<file path="src/rtl/alu_pkg.sv">
// Shared ALU definitions: widths, ALU op codes and the arbiter lock states.
package alu_pkg;

    localparam int XLEN = 32;
    localparam int CW   = 3;

    typedef enum logic [2:0] {
        ADD = 3'b000,
        SUB = 3'b001,
        AND = 3'b010,
        OR  = 3'b011,
        SRL = 3'b101
    } alu_op_e;

    typedef enum logic [1:0] {
        ARB   = 2'd0,
        LOCK0 = 2'd1,
        LOCK1 = 2'd2
    } arb_state_e;

endpackage

</file>
<file path="src/rtl/alu_share_arbiter_if.sv">
// Bundle of the two requester handshakes, the ALU drive/return path and the
// response channel. slave = the arbiter, master = requesters/ALU/consumer.
interface alu_share_arbiter_if #(
    parameter int XLEN = 32,
    parameter int CW   = 3
);
    logic            req0_valid;
    logic            req0_ready;
    logic [XLEN-1:0] req0_a;
    logic [XLEN-1:0] req0_b;
    logic [CW-1:0]   req0_ctrl;
    logic            req0_lock;

    logic            req1_valid;
    logic            req1_ready;
    logic [XLEN-1:0] req1_a;
    logic [XLEN-1:0] req1_b;
    logic [CW-1:0]   req1_ctrl;
    logic            req1_lock;

    logic [XLEN-1:0] alu_src_a;
    logic [XLEN-1:0] alu_src_b;
    logic [CW-1:0]   alu_ctrl;
    logic [XLEN-1:0] alu_result;
    logic            alu_zero;

    logic            rsp_valid;
    logic            rsp_ready;
    logic            rsp_id;
    logic [XLEN-1:0] rsp_result;
    logic            rsp_zero;

    modport slave (
        input  req0_valid, req0_a, req0_b, req0_ctrl, req0_lock,
        output req0_ready,
        input  req1_valid, req1_a, req1_b, req1_ctrl, req1_lock,
        output req1_ready,
        output alu_src_a, alu_src_b, alu_ctrl,
        input  alu_result, alu_zero,
        output rsp_valid, rsp_id, rsp_result, rsp_zero,
        input  rsp_ready
    );

    modport master (
        output req0_valid, req0_a, req0_b, req0_ctrl, req0_lock,
        input  req0_ready,
        output req1_valid, req1_a, req1_b, req1_ctrl, req1_lock,
        input  req1_ready,
        input  alu_src_a, alu_src_b, alu_ctrl,
        output alu_result, alu_zero,
        input  rsp_valid, rsp_id, rsp_result, rsp_zero,
        output rsp_ready
    );

endinterface

</file>
<file path="src/rtl/alu_rr_arb2.sv">
// Two-way grant logic: round-robin or req0-priority with a starvation guard
// that hands req1 the ALU after STARVE_LIMIT consecutive req0 wins.
module alu_rr_arb2 import alu_pkg::*; #(
    parameter bit FIXED_PRIO   = 1'b0,
    parameter int STARVE_LIMIT = 4
) (
    input  logic       clk,
    input  logic       rst_n,
    input  logic       can_issue,
    input  arb_state_e state,
    input  logic       req0_valid,
    input  logic       req1_valid,
    output logic       gnt0,
    output logic       gnt1
);

    localparam int SW = $clog2(STARVE_LIMIT + 1);
    localparam logic [SW-1:0] LIMIT = SW'(STARVE_LIMIT);

    logic          rr_last;
    logic [SW-1:0] starve_cnt;
    logic          starved;

    function automatic logic [SW-1:0] sat_inc(input logic [SW-1:0] v);
        return (v == LIMIT) ? v : v + 1'b1;
    endfunction

    assign starved = (starve_cnt == LIMIT);

    // Pick at most one winner; a held lock restricts the choice to its owner.
    always_comb begin
        gnt0 = 1'b0;
        gnt1 = 1'b0;
        if (can_issue) begin
            case (state)
                LOCK0: gnt0 = req0_valid;
                LOCK1: gnt1 = req1_valid;
                default: begin
                    if (req0_valid && req1_valid) begin
                        if (FIXED_PRIO) begin
                            gnt0 = !starved;
                            gnt1 = starved;
                        end else begin
                            gnt0 = rr_last;
                            gnt1 = !rr_last;
                        end
                    end else begin
                        gnt0 = req0_valid;
                        gnt1 = req1_valid;
                    end
                end
            endcase
        end
    end

    // Remember the most recent winner so a tie goes to the other side.
    always_ff @(posedge clk or negedge rst_n) begin
        if (!rst_n) begin
            rr_last <= 1'b1;
        end else if (gnt0) begin
            rr_last <= 1'b0;
        end else if (gnt1) begin
            rr_last <= 1'b1;
        end
    end

    // Count req0 wins while req1 waits; held still while a lock is active.
    always_ff @(posedge clk or negedge rst_n) begin
        if (!rst_n) begin
            starve_cnt <= '0;
        end else if (state == ARB) begin
            if (gnt1 || !req1_valid) begin
                starve_cnt <= '0;
            end else if (gnt0) begin
                starve_cnt <= sat_inc(starve_cnt);
            end
        end
    end

endmodule

</file>
<file path="src/rtl/alu_share_arbiter.sv">
// Shares one external EX-stage ALU between two requesters. Holds the lock
// FSM, the operand mux towards the ALU and a one-entry tagged response
// register that captures the ALU output one cycle after acceptance.
module alu_share_arbiter #(
    parameter int XLEN         = alu_pkg::XLEN,
    parameter int CW           = alu_pkg::CW,
    parameter bit FIXED_PRIO   = 1'b0,
    parameter int STARVE_LIMIT = 4
) (
    input  logic                clk,
    input  logic                rst_n,
    alu_share_arbiter_if.slave  bus
);
    import alu_pkg::*;

    arb_state_e      state_q;
    arb_state_e      state_d;
    logic            can_issue;
    logic            gnt0;
    logic            gnt1;
    logic            acc0;
    logic            acc1;

    logic            vld_p1;
    logic            id_p1;
    logic [XLEN-1:0] result_p1;
    logic            zero_p1;

    // A new op may start only if the response slot is free or draining now.
    assign can_issue = !vld_p1 || bus.rsp_ready;

    alu_rr_arb2 #(
        .FIXED_PRIO   (FIXED_PRIO),
        .STARVE_LIMIT (STARVE_LIMIT)
    ) u_arb (
        .clk        (clk),
        .rst_n      (rst_n),
        .can_issue  (can_issue),
        .state      (state_q),
        .req0_valid (bus.req0_valid),
        .req1_valid (bus.req1_valid),
        .gnt0       (gnt0),
        .gnt1       (gnt1)
    );

    assign bus.req0_ready = gnt0;
    assign bus.req1_ready = gnt1;
    assign acc0 = bus.req0_valid && gnt0;
    assign acc1 = bus.req1_valid && gnt1;

    // Lock FSM: a locking accept pins the grant to that requester.
    always_comb begin
        state_d = state_q;
        case (state_q)
            ARB: begin
                if (acc0 && bus.req0_lock) begin
                    state_d = LOCK0;
                end else if (acc1 && bus.req1_lock) begin
                    state_d = LOCK1;
                end
            end
            LOCK0: if (acc0 && !bus.req0_lock) state_d = ARB;
            LOCK1: if (acc1 && !bus.req1_lock) state_d = ARB;
            default: state_d = ARB;
        endcase
    end

    // Lock state register.
    always_ff @(posedge clk or negedge rst_n) begin
        if (!rst_n) begin
            state_q <= ARB;
        end else begin
            state_q <= state_d;
        end
    end

    // Route the winner's operands to the ALU; idle drive is ADD 0+0.
    always_comb begin
        bus.alu_src_a = '0;
        bus.alu_src_b = '0;
        bus.alu_ctrl  = '0;
        if (gnt0) begin
            bus.alu_src_a = bus.req0_a;
            bus.alu_src_b = bus.req0_b;
            bus.alu_ctrl  = bus.req0_ctrl;
        end else if (gnt1) begin
            bus.alu_src_a = bus.req1_a;
            bus.alu_src_b = bus.req1_b;
            bus.alu_ctrl  = bus.req1_ctrl;
        end
    end

    // ---- stage p1: response register, reloads on drain+accept ----
    always_ff @(posedge clk or negedge rst_n) begin
        if (!rst_n) begin
            vld_p1    <= 1'b0;
            id_p1     <= 1'b0;
            result_p1 <= '0;
            zero_p1   <= 1'b0;
        end else if (acc0 || acc1) begin
            vld_p1    <= 1'b1;
            id_p1     <= acc1;
            result_p1 <= bus.alu_result;
            zero_p1   <= bus.alu_zero;
        end else if (bus.rsp_ready) begin
            vld_p1    <= 1'b0;
        end
    end

    assign bus.rsp_valid  = vld_p1;
    assign bus.rsp_id     = id_p1;
    assign bus.rsp_result = result_p1;
    assign bus.rsp_zero   = zero_p1;

endmodule
</file>
<file path="src/flat_wrapper.sv">
// flat-port wrapper written by rule: the top's interface ports become plain ports
module alu_share_arbiter_flat import alu_pkg::*;
#(
    parameter int XLEN         = alu_pkg::XLEN,
    parameter int CW           = alu_pkg::CW,
    parameter bit FIXED_PRIO   = 1'b0,
    parameter int STARVE_LIMIT = 4
)
  (clk, rst_n, bus_req0_valid, bus_req0_a, bus_req0_b, bus_req0_ctrl, bus_req0_lock, bus_req0_ready, bus_req1_valid, bus_req1_a, bus_req1_b, bus_req1_ctrl, bus_req1_lock, bus_req1_ready, bus_alu_src_a, bus_alu_src_b, bus_alu_ctrl, bus_alu_result, bus_alu_zero, bus_rsp_valid, bus_rsp_id, bus_rsp_result, bus_rsp_zero, bus_rsp_ready);
  alu_share_arbiter_if #(.XLEN(XLEN), .CW(CW)) bus_i ();
  input  logic clk;
  input  logic rst_n;
  input wire logic [$bits(bus_i.req0_valid)-1:0] bus_req0_valid;
  input wire logic [$bits(bus_i.req0_a)-1:0] bus_req0_a;
  input wire logic [$bits(bus_i.req0_b)-1:0] bus_req0_b;
  input wire logic [$bits(bus_i.req0_ctrl)-1:0] bus_req0_ctrl;
  input wire logic [$bits(bus_i.req0_lock)-1:0] bus_req0_lock;
  output wire logic [$bits(bus_i.req0_ready)-1:0] bus_req0_ready;
  input wire logic [$bits(bus_i.req1_valid)-1:0] bus_req1_valid;
  input wire logic [$bits(bus_i.req1_a)-1:0] bus_req1_a;
  input wire logic [$bits(bus_i.req1_b)-1:0] bus_req1_b;
  input wire logic [$bits(bus_i.req1_ctrl)-1:0] bus_req1_ctrl;
  input wire logic [$bits(bus_i.req1_lock)-1:0] bus_req1_lock;
  output wire logic [$bits(bus_i.req1_ready)-1:0] bus_req1_ready;
  output wire logic [$bits(bus_i.alu_src_a)-1:0] bus_alu_src_a;
  output wire logic [$bits(bus_i.alu_src_b)-1:0] bus_alu_src_b;
  output wire logic [$bits(bus_i.alu_ctrl)-1:0] bus_alu_ctrl;
  input wire logic [$bits(bus_i.alu_result)-1:0] bus_alu_result;
  input wire logic [$bits(bus_i.alu_zero)-1:0] bus_alu_zero;
  output wire logic [$bits(bus_i.rsp_valid)-1:0] bus_rsp_valid;
  output wire logic [$bits(bus_i.rsp_id)-1:0] bus_rsp_id;
  output wire logic [$bits(bus_i.rsp_result)-1:0] bus_rsp_result;
  output wire logic [$bits(bus_i.rsp_zero)-1:0] bus_rsp_zero;
  input wire logic [$bits(bus_i.rsp_ready)-1:0] bus_rsp_ready;
  assign bus_i.req0_valid = bus_req0_valid;
  assign bus_i.req0_a = bus_req0_a;
  assign bus_i.req0_b = bus_req0_b;
  assign bus_i.req0_ctrl = bus_req0_ctrl;
  assign bus_i.req0_lock = bus_req0_lock;
  assign bus_req0_ready = bus_i.req0_ready;
  assign bus_i.req1_valid = bus_req1_valid;
  assign bus_i.req1_a = bus_req1_a;
  assign bus_i.req1_b = bus_req1_b;
  assign bus_i.req1_ctrl = bus_req1_ctrl;
  assign bus_i.req1_lock = bus_req1_lock;
  assign bus_req1_ready = bus_i.req1_ready;
  assign bus_alu_src_a = bus_i.alu_src_a;
  assign bus_alu_src_b = bus_i.alu_src_b;
  assign bus_alu_ctrl = bus_i.alu_ctrl;
  assign bus_i.alu_result = bus_alu_result;
  assign bus_i.alu_zero = bus_alu_zero;
  assign bus_rsp_valid = bus_i.rsp_valid;
  assign bus_rsp_id = bus_i.rsp_id;
  assign bus_rsp_result = bus_i.rsp_result;
  assign bus_rsp_zero = bus_i.rsp_zero;
  assign bus_i.rsp_ready = bus_rsp_ready;
  alu_share_arbiter #(.XLEN(XLEN), .CW(CW), .FIXED_PRIO(FIXED_PRIO), .STARVE_LIMIT(STARVE_LIMIT)) u_core (.clk(clk), .rst_n(rst_n), .bus(bus_i));
endmodule
</file>
<file path="config.mk">
export PLATFORM = sky130hd
export DESIGN_NAME = alu_share_arbiter_flat
export DESIGN_NICKNAME = d
export VERILOG_FILES = /design/src/rtl/alu_pkg.sv /design/src/rtl/alu_share_arbiter_if.sv /design/src/rtl/alu_rr_arb2.sv /design/src/rtl/alu_share_arbiter.sv /design/src/flat_wrapper.sv
export SDC_FILE = /design/constraint.sdc
export NUM_CORES = 1
export LEC_CHECK = 0
export ABC_AREA = 1
export BUFFER_PORTS_ARGS = -buffer_cell sky130_fd_sc_hd__buf_4
export CORE_AREA = 5 5 106 108
export DETAILED_ROUTE_END_ITERATION = 7
export DIE_AREA = 0 0 111 113
export PLACE_DENSITY_LB_ADDON = 0.3
export SYNTH_ARGS = -nofsm -noshare
export SYNTH_HDL_FRONTEND = slang
export SYNTH_SLANG_ARGS = --single-unit
</file>
<file path="constraint.sdc">
create_clock -name clk -period 2.65 [get_ports clk]
set_input_delay 0.795 -clock clk [delete_from_list [all_inputs] [get_ports clk]]
set_output_delay 0.795 -clock clk [all_outputs]
set_load 0.005 [all_outputs]
</file>
==> results.cfg, run 1 <==
[run_status]
run_status = finished with violations
violations = setup timing

[routing]
firstDrtPassIters = 6
vias = 3748
first_iter_violations = 265
wirelength_mm = 13.46
via_per_inst = 4.473
ant_nets = 0
drc = 0
wl_per_cell_um = 16.06

[placement]
dpl.hpwl_mm = 9.889
portBuffers = 277
post-place-ws_ns = -0.09628
gp_congestion = 1.043
place_area_um2 = 4796
post-place-cells = 810

[sta]
max-slew-margin-rel = 0.6278
hold_violations = 0
drv_slew = 0
fin_ws_ns = -0.07254
worstMarginPinSlew_ns = 0.5575
whs_ns = 0.4623
finalSetupViolCount = 67
max_freq_mhz = 367.3
rsz0062_at_grt = true
clock_skew_ns = 0.005906
final.setup.tns_ns = -2.347
fin_crit_ns = 2.723
period_share = 1.027

[cells_and_area]
fillers = 973
mostFrequentLayoutCell = buf_4
fin_area_um2 = 5405
multiInputGateArea_um2 = 1551
antenna_cells = 0
final_cells = 838
area_growth_syn_to_layout_pct = 109.2
nNetsFinal = 878
regArea_um2 = 952.2
layout_common_cells = buf_4, nand2_1, nand3_1, dfrtp_1, nand2_2
drive_gt1_frac = 0.5128

[worst_setup_path]
r2r-start = u_core.state_q[1]
start_kind = flip-flop
r2r_setup_slack_ns = 0.48
worstSetupEndpointType = primary output
cp_max_fo = 29
cp.required_ns = 1.86
crit_arrival_ns = 1.93
crit_type = reg2out
crit_start = u_core.state_q[0]

[clock_tree]
cts_tree = yes
cts_num_sinks = 38
clockBufferDepth = 2
htreeDepth = 2
clk_pin_slew_ns = 0.08
cts-root-buf = clkbuf_8
insertion_delay_ns = 0.29
numCtsBuffers = 5

[synthesis]
ys_types = 18
muxShareOfSynthArea = 0
synth_compound_area_frac = 0.001937
synthAdderAreaFrac = 0.01453
syn_nets = 589
syn_area_um2 = 2584
synth_area_per_cell_um2 = 6.271
synth_xor_area_frac = 0
synth-seq-cells = 38
yosys_warnings = 0
synth_top_family_by_area = simple AND/OR/NAND/NOR gates
synth_cells = 412
yosys.area_share.simple = 0.5303
ys_seq_area_frac = 0.3685

[grt]
grt_max_degree = 39
grt_pass1_vias = 3596
antenna_found_initial = 1
grt-ovfl-total = 0
grt_pass1_wl_mm = 19.32
grt_usage = 0.1872

[die]
die-area_um2 = 12540
die_w_um = 111
row_count = 37
io_pins = 278
dieHeight_um = 113
core-area_um2 = 10140
start_util = 0.2548

[pwr]
p_per_area_nw_per_um2 = 1055
vdd_drop_max_mv = 0.5667
power_leakage_nw = 3.148

[job]
max_cap_viol_count = 0

[min_path]
hold_class = in2async
## power by group
group	internal [W]	switching (W)	total [W]	leakage [nW]
clock network	0.000402	0.000214	0.000616	0.0714
logic	0.00205	0.00199	0.00403	2.61
registers	0.000882	0.000172	0.00105	0.463
total	0.00333	0.00237	0.00570	3.15
## area by class of cell
| cell class | count | area share |
|---|---|---|
| repair buffers | 308 | 0.4646 |
| multi-input cells | 336 | 0.2870 |
| flip-flops and latches | 38 | 0.1762 |
| well taps | 136 | 0.03148 |
| clock buffers | 6 | 0.01528 |
| inverters | 11 | 0.01273 |
| clock inverters | 2 | 0.01111 |
| repair inverters | 1 | 0.001620 |
## worst max-delay path: stages (launching register included)
cell,delay (ns)
dfrtp_1,0.40
inv_2,0.10
ha_4,0.22
inv_4,0.08
nor2_4,0.04
nor2_4,0.17
nand2_8,0.12
buf_12,0.19
nand3_1,0.12
nand2_1,0.06
buf_4,0.13
## cells in the mapped netlist, drive strengths merged
cell    number  area, um2
a21oi        1      5.000
buf         27      177.7
dfrtp       37      925.9
dfstp        1      26.28
ha           3      37.54
inv         11      41.29
nand2      252      958.4
nand3       71      355.3
nand3b       2      15.01
nand4        2      12.51
nor2         5      28.78
## stage by stage
step                power, W    util
floorplan           0.002673       -
global placement    0.004327  0.4730
detailed placement  0.004384  0.4730
CTS                 0.005359  0.5071
global route        0.006140  0.5331
finish              0.005702  0.5331
## sequential cells by signal, summed over array words and instances (netlist names)
signal,flops
u_core.bus.rsp_zero,1
u_core.state_q,2
u_core.bus.rsp_result,32
u_core.u_arb.rr_last,1
u_core.bus.rsp_valid,1
u_core.bus.rsp_id,1
## cell families after synthesis
group / count (synthesis)
simple gates: 332
buf+inv: 38
flops: 38
compound gates: 1
fa+ha+maj: 3
## timing repair
item	CTS	global route
gates resized for setup	15	43
gates cloned	3	7
hold buffers	0	0
pin swaps	6	3
endpoints found under the setup margin	69	69
buffers inserted	9	2
## routing by layer
layer	global-route usage	up-vias	wire, um
li1	-	1865	-
met4	0.04680	2	303
met1	0.2164	1675	5017
met3	0.05668	20	1226
met5	0	-	18
met2	0.3386	186	6891
## path summary, 6_finish.rpt
check,endpoint,cells past startpoint
worst max-delay path,bus_alu_src_b[28],10
worst min register to register,u_core.bus.rsp_result[30],2
worst max register to register,u_core.state_q[0],16
worst min-delay path,u_core.bus.rsp_result[10],1
min in group clk,u_core.bus.rsp_result[30],2
max in group asynchronous,u_core.u_arb.rr_last,1
Note: power is estimated with default switching activity, not from simulation.
==> inputs of run 2 (changes only) <==
Settings changed: PLACE_DENSITY_LB_ADDON 0.3 to 0.15.
==> results.cfg, run 2 (same netlist as run 1, synthesis figures left out) <==
[routing]
top_layer = met4
wirelength_mm = 13.18
route.met3.wl_mm = 1.042
first_iter_violations = 291
wl_per_cell_um = 15.63
drt-met1-wl_mm = 4.800
ant_nets = 0
via_per_inst = 4.497
firstDrtPassIters = 7
vias = 3791
dr_wl_met2_mm = 7.031
drc = 0

[die]
row_count = 37
dieHeight_um = 113
die_w_um = 111
die-area_um2 = 12540
core-area_um2 = 10140
io_pins = 278
start_util = 0.2548

[placement]
portBuffers = 277
gp_congestion = 0.9325
post-place-cells = 815
post-place-ws_ns = -0.1440
dpl.hpwl_mm = 9.653

[cells_and_area]
mostFrequentLayoutCell = buf_4
area_growth_syn_to_layout_pct = 111.2
antenna_cells = 0
final_cells = 843
largest_reg_flops = 32
layout_common_cells = buf_4, nand2_1, nand3_1, dfrtp_1, nand2_2
drive_gt1_frac = 0.4965
nNetsFinal = 883
fillers = 972

[sta]
rsz0062_at_grt = true
drv_slew = 0
clock_skew_ns = 0.009659
hold_violations = 0
finalSetupViolCount = 46
max-slew-margin-rel = 0.6768
fin_ws_ns = -0.03635
fin_crit_ns = 2.686
period_share = 1.014
max_freq_mhz = 372.3
worstMarginPinSlew_ns = 0.4848
whs_ns = 0.4668

[pwr]
vdd_drop_max_mv = 0.6371
p_per_area_nw_per_um2 = 1051
power_leakage_nw = 3.202

[worst_setup_path]
crit_arrival_ns = 1.89
crit_slowest_cell = dfrtp_1
reg2reg_to = u_core.state_q[1]
cpPeakStageDelay_ns = 0.37
r2r_setup_slack_ns = 0.49
worstSetupEndpointType = primary output
cp_max_fo = 9
start_kind = flip-flop
reg2reg_depth = 16
path_cells = inv_2, ha_4, inv_4, nor2_4, nor2_4, nand2_8, clkinv_8, clkbuf_16, nand2_1, nand2_1, buf_4
cp.required_ns = 1.86
r2r-start = u_core.state_q[1]
crit_type = reg2out

[clock_tree]
numCtsBuffers = 5
cts-root-buf = clkbuf_8
cts_tree = yes
cts_num_sinks = 38
clockBufferDepth = 2
insertion_delay_ns = 0.29
htreeDepth = 2
clk_pin_slew_ns = 0.08

[grt]
antenna_found_initial = 0
grt-ovfl-total = 0
grt_max_degree = 43
grt_pass1_vias = 3612
grt_pass1_wl_mm = 18.98
grt_usage = 0.1841

[run_status]
violations = setup timing
run_status = finished with violations

[min_path]
hold_class = in2async

[job]
max_cap_viol_count = 0
-- run 2: cell count changes in the layout (fill, tap and decap cells not counted), sizes merged --
cell	previous run	this run
buf	304	307
clkbuf	10	12
-- run 2: per-stage QoR --
step / setup TNS, ns / utilization / power (W) / area (um2)
after CTS: -0.3802 / 0.5076 / 0.005328 / 5146
after floorplan: 0 / - / 0.002673 / 2584
after global routing: -7.067 / 0.5382 / 0.006233 / 5456
after detailed placement: -5.478 / 0.4767 / 0.004429 / 4833
after global placement: -4.590 / 0.4767 / 0.004394 / 4833
final: -0.7169 / 0.5382 / 0.005736 / 5456
-- run 2: report_power, final --
part	switching [W]	internal, W
Sequential	0.000165	0.000882
Combinational	0.00196	0.00213
Clock	0.000199	0.000402
Total	0.00232	0.00341
-- run 2: metal layers --
layer,vias up,global-route usage
met5,-,0
met4,0,0.05008
met3,20,0.04545
met2,187,0.3443
met1,1713,0.2084
li1,1871,-
-- run 2: area by class of cell --
| type | count | area (um2) | area share |
|---|---|---|---|
| Timing Repair Buffer | 313 | 2603 | 0.4770 |
| Inverter | 11 | 68.82 | 0.01261 |
| Clock inverter | 2 | 60.06 | 0.01101 |
| Timing Repair inverter | 1 | 8.758 | 0.001605 |
| Sequential cell | 38 | 952.2 | 0.1745 |
| Multi-Input combinational cell | 336 | 1511 | 0.2770 |
| Tap cell | 136 | 170.2 | 0.03119 |
| Clock buffer | 6 | 82.58 | 0.01513 |
-- run 2: how the worst max path moves through the flow --
stage	start	end	slack, ns	depth (start not counted)
floorplan	bus_rsp_ready	bus_alu_src_b[15]	0.21	10
global placement	bus_req0_valid	bus_alu_src_a[4]	-0.12	9
detailed placement	bus_req1_valid	bus_alu_src_b[26]	-0.14	9
CTS	u_core.state_q[0]	bus_alu_src_a[30]	-0.03	11
global route	u_core.state_q[1]	bus_alu_src_b[7]	-0.14	11
finish	u_core.state_q[1]	bus_alu_src_a[1]	-0.04	11
-- run 2: critical path: cells and delay by family, from the launching register on --
family / cells / cell delay, ns
simple gates: 5 / 0.43
flops: 1 / 0.37
fa+ha+maj: 1 / 0.29
buf+inv: 5 / 0.52
-- run 2: what timing repair did --
| action | CTS | global route |
|---|---|---|
| cloned | 2 | 8 |
| hold buffers | 0 | 0 |
| setup buffers | 7 | 3 |
| setup endpoints to repair | 68 | 67 |
| resized for setup | 21 | 32 |
| pin swaps | 3 | 3 |
==> inputs of run 3 (changes only) <==
Settings changed: ABC_AREA 1 to default, CORE_AREA 5 5 106 108 to 5 5 104 106, DIE_AREA 0 0 111 113 to 0 0 109 111.
==> results.cfg, run 3 <==
[cells_and_area]
fillers = 853
mostFrequentLayoutCell = buf_4
layout_common_cells = buf_4, a22o_1, dfrtp_1, mux2_4, buf_6
drive_gt1_frac = 0.7391
antenna_cells = 0
largest_reg_flops = 32
nNetsFinal = 659
area_growth_syn_to_layout_pct = 122.1

[pwr]
power.switching_w = 0.001920
combPwrFrac = 0.733
power_leakage_nw = 2.679
vdd_drop_max_mv = 0.4941
clock_power_share = 0.083
p_per_area_nw_per_um2 = 1100
intPower_w = 0.003798
pwr-share-seq = 0.184
swShare = 0.3358

[worst_setup_path]
cpPeakStageDelay_ns = 0.39
worstSetupEndpointType = primary output
crit_type = reg2out
start_kind = flip-flop
path_cells = inv_2, ha_4, nand2b_4, o2111a_2, buf_8, clkbuf_16, a22o_1, buf_4
path_buf_inv = 4
path_delay_family = buffers and inverters
cp.required_ns = 1.86
crit_slowest_cell = dfrtp_1
crit_arrival_ns = 2.12
cp_max_fo = 14

[synthesis]
yosys_warnings = 0
synth-edff-count = 0
syn_nets = 367
synth_area_per_cell_um2 = 12.31
synth_top_cell_by_area = dfrtp_1
ys_types = 25
yosys-top-cells-count = a22o_1, dfrtp_1, mux2_4
synthMostInstantiatedCell = a22o_1
syn_area_um2 = 2340
synth.area.top_cells = dfrtp_1, a22o_1, mux2_4
synth_ff_type = dfrtp_1
async_flop_share = 1.000
synth_top_area_frac = 0.3957
ys_seq_area_frac = 0.4070
synth-seq-cells = 38
synth_cells = 190

[clock_tree]
cts_tree = yes
cts_num_sinks = 38
numCtsBuffers = 5
htreeDepth = 2
hold_buffers = 0
clockBufferDepth = 2
clk_pin_slew_ns = 0.07
cts-root-buf = clkbuf_8
insertion_delay_ns = 0.28

[die]
core-area_um2 = 9684
start_util = 0.2416
die_w_um = 109
row_count = 36
dieHeight_um = 111
io_pins = 278
die-area_um2 = 12100

[routing]
first_iter_violations = 130
vias = 2928
ant_nets = 0
drc = 0
firstDrtPassIters = 4
wirelength_mm = 13.50
via_per_inst = 4.753
wl_per_cell_um = 21.92

[sta]
rsz0062_at_grt = true
max_freq_mhz = 343.6
worstMarginPinSlew_ns = 0.4736
finalSetupViolCount = 69
period_share = 1.098
fin_crit_ns = 2.910
drv_slew = 0
fin_ws_ns = -0.2602
clock_skew_ns = 0.004137
final.setup.tns_ns = -16.05
max-slew-margin-rel = 0.6843
hold_violations = 0

[placement]
gp_congestion = 0.8637
portBuffers = 277
dpl.hpwl_mm = 10.28
post-place-ws_ns = -0.09504

[run_status]
run_status = finished with violations
violations = setup timing

[grt]
grt-ovfl-total = 0
grt_pass1_vias = 3114
grt_usage = 0.2079
antenna_found_initial = 0
grt_pass1_wl_mm = 18.76
grt_max_degree = 39

[job]
max_cap_viol_count = 0

[min_path]
hold_class = in2async
==> run 3: layout make-up <==
cell class                 count  area (um2)  share of cell area
sequential                    38       952.2              0.1832
clock inverter                 1       30.03            0.005779
multi-input combinational    129        1351              0.2601
clock buffer                   7       76.32             0.01469
inverter                       4       15.01            0.002889
tap                          133       166.4             0.03203
timing repair buffer         304        2605              0.5013
==> run 3: final timing paths <==
| path | endpoint | depth (start not counted) | slack, ns | start |
|---|---|---|---|---|
| max | bus_alu_src_a[19] | 8 | -0.26 | u_core.state_q[0] |
| min | u_core.bus.rsp_result[2] | 1 | 0.47 | rst_n |
| max reg2reg | u_core.bus.rsp_result[14] | 9 | 0.21 | u_core.state_q[0] |
| min reg2reg | u_core.bus.rsp_result[9] | 1 | 0.51 | u_core.bus.rsp_result[9] |
| max in group asynchronous | u_core.u_arb.rr_last | 1 | 1.83 | rst_n |
| min in group clk | u_core.bus.rsp_result[9] | 1 | 0.51 | u_core.bus.rsp_result[9] |
==> run 3: routing by layer <==
layer,wire (um),GRT usage
met5,0,0
met4,442,0.07407
met3,1426,0.07746
met2,6404,0.3272
met1,5231,0.2577
==> run 3: per-stage QoR <==
step	utilization	total power (W)	hold slack, ns	instances	area [um2]
2_1_floorplan	-	0.002773	0.4994	190	2345
3_3_place_gp	0.4770	0.004463	0.4921	592	4619
3_5_place_dp	0.4770	0.004484	0.4963	592	4619
4_1_cts	0.5234	0.005548	0.4804	613	5069
5_1_grt	0.5366	0.006053	0.5029	616	5196
6_report	0.5366	0.005718	0.4685	616	5196
==> run 3: kinds of logic (layout without fill, tap and decap cells) <==
family / count (synthesis) / in the layout / share of synthesized area
DFF: 38 / 38 / 0.4070
muxes: 33 / 33 / 0.2053
and+or+nand+nor: 14 / 14 / 0.03369
buffers and inverters: 23 / 316 / 0.05240
AOI/OAI and AO/OA: 79 / 79 / 0.2856
adders and majority gates: 3 / 3 / 0.01604
==> run 3: power by group through the flow <==
stage	clock network, W	registers (W)	logic (W)
after detailed placement	0	0.00106	0.00343
after global placement	0	0.00105	0.00342
final	0.000473	0.00105	0.00419
after global routing	0.000516	0.00109	0.00445
after CTS	0.000489	0.00105	0.00401
after floorplan	0	0.00107	0.00170
==> run 3: repair_timing <==
item / 4_1_cts / 5_1_grt
endpoints found under the setup margin: 69 / 69
gates cloned: 5 / 3
hold endpoints to repair: 0 / 0
buffers inserted: 8 / 1
pin swaps: 5 / 5
resized for setup: 40 / 8
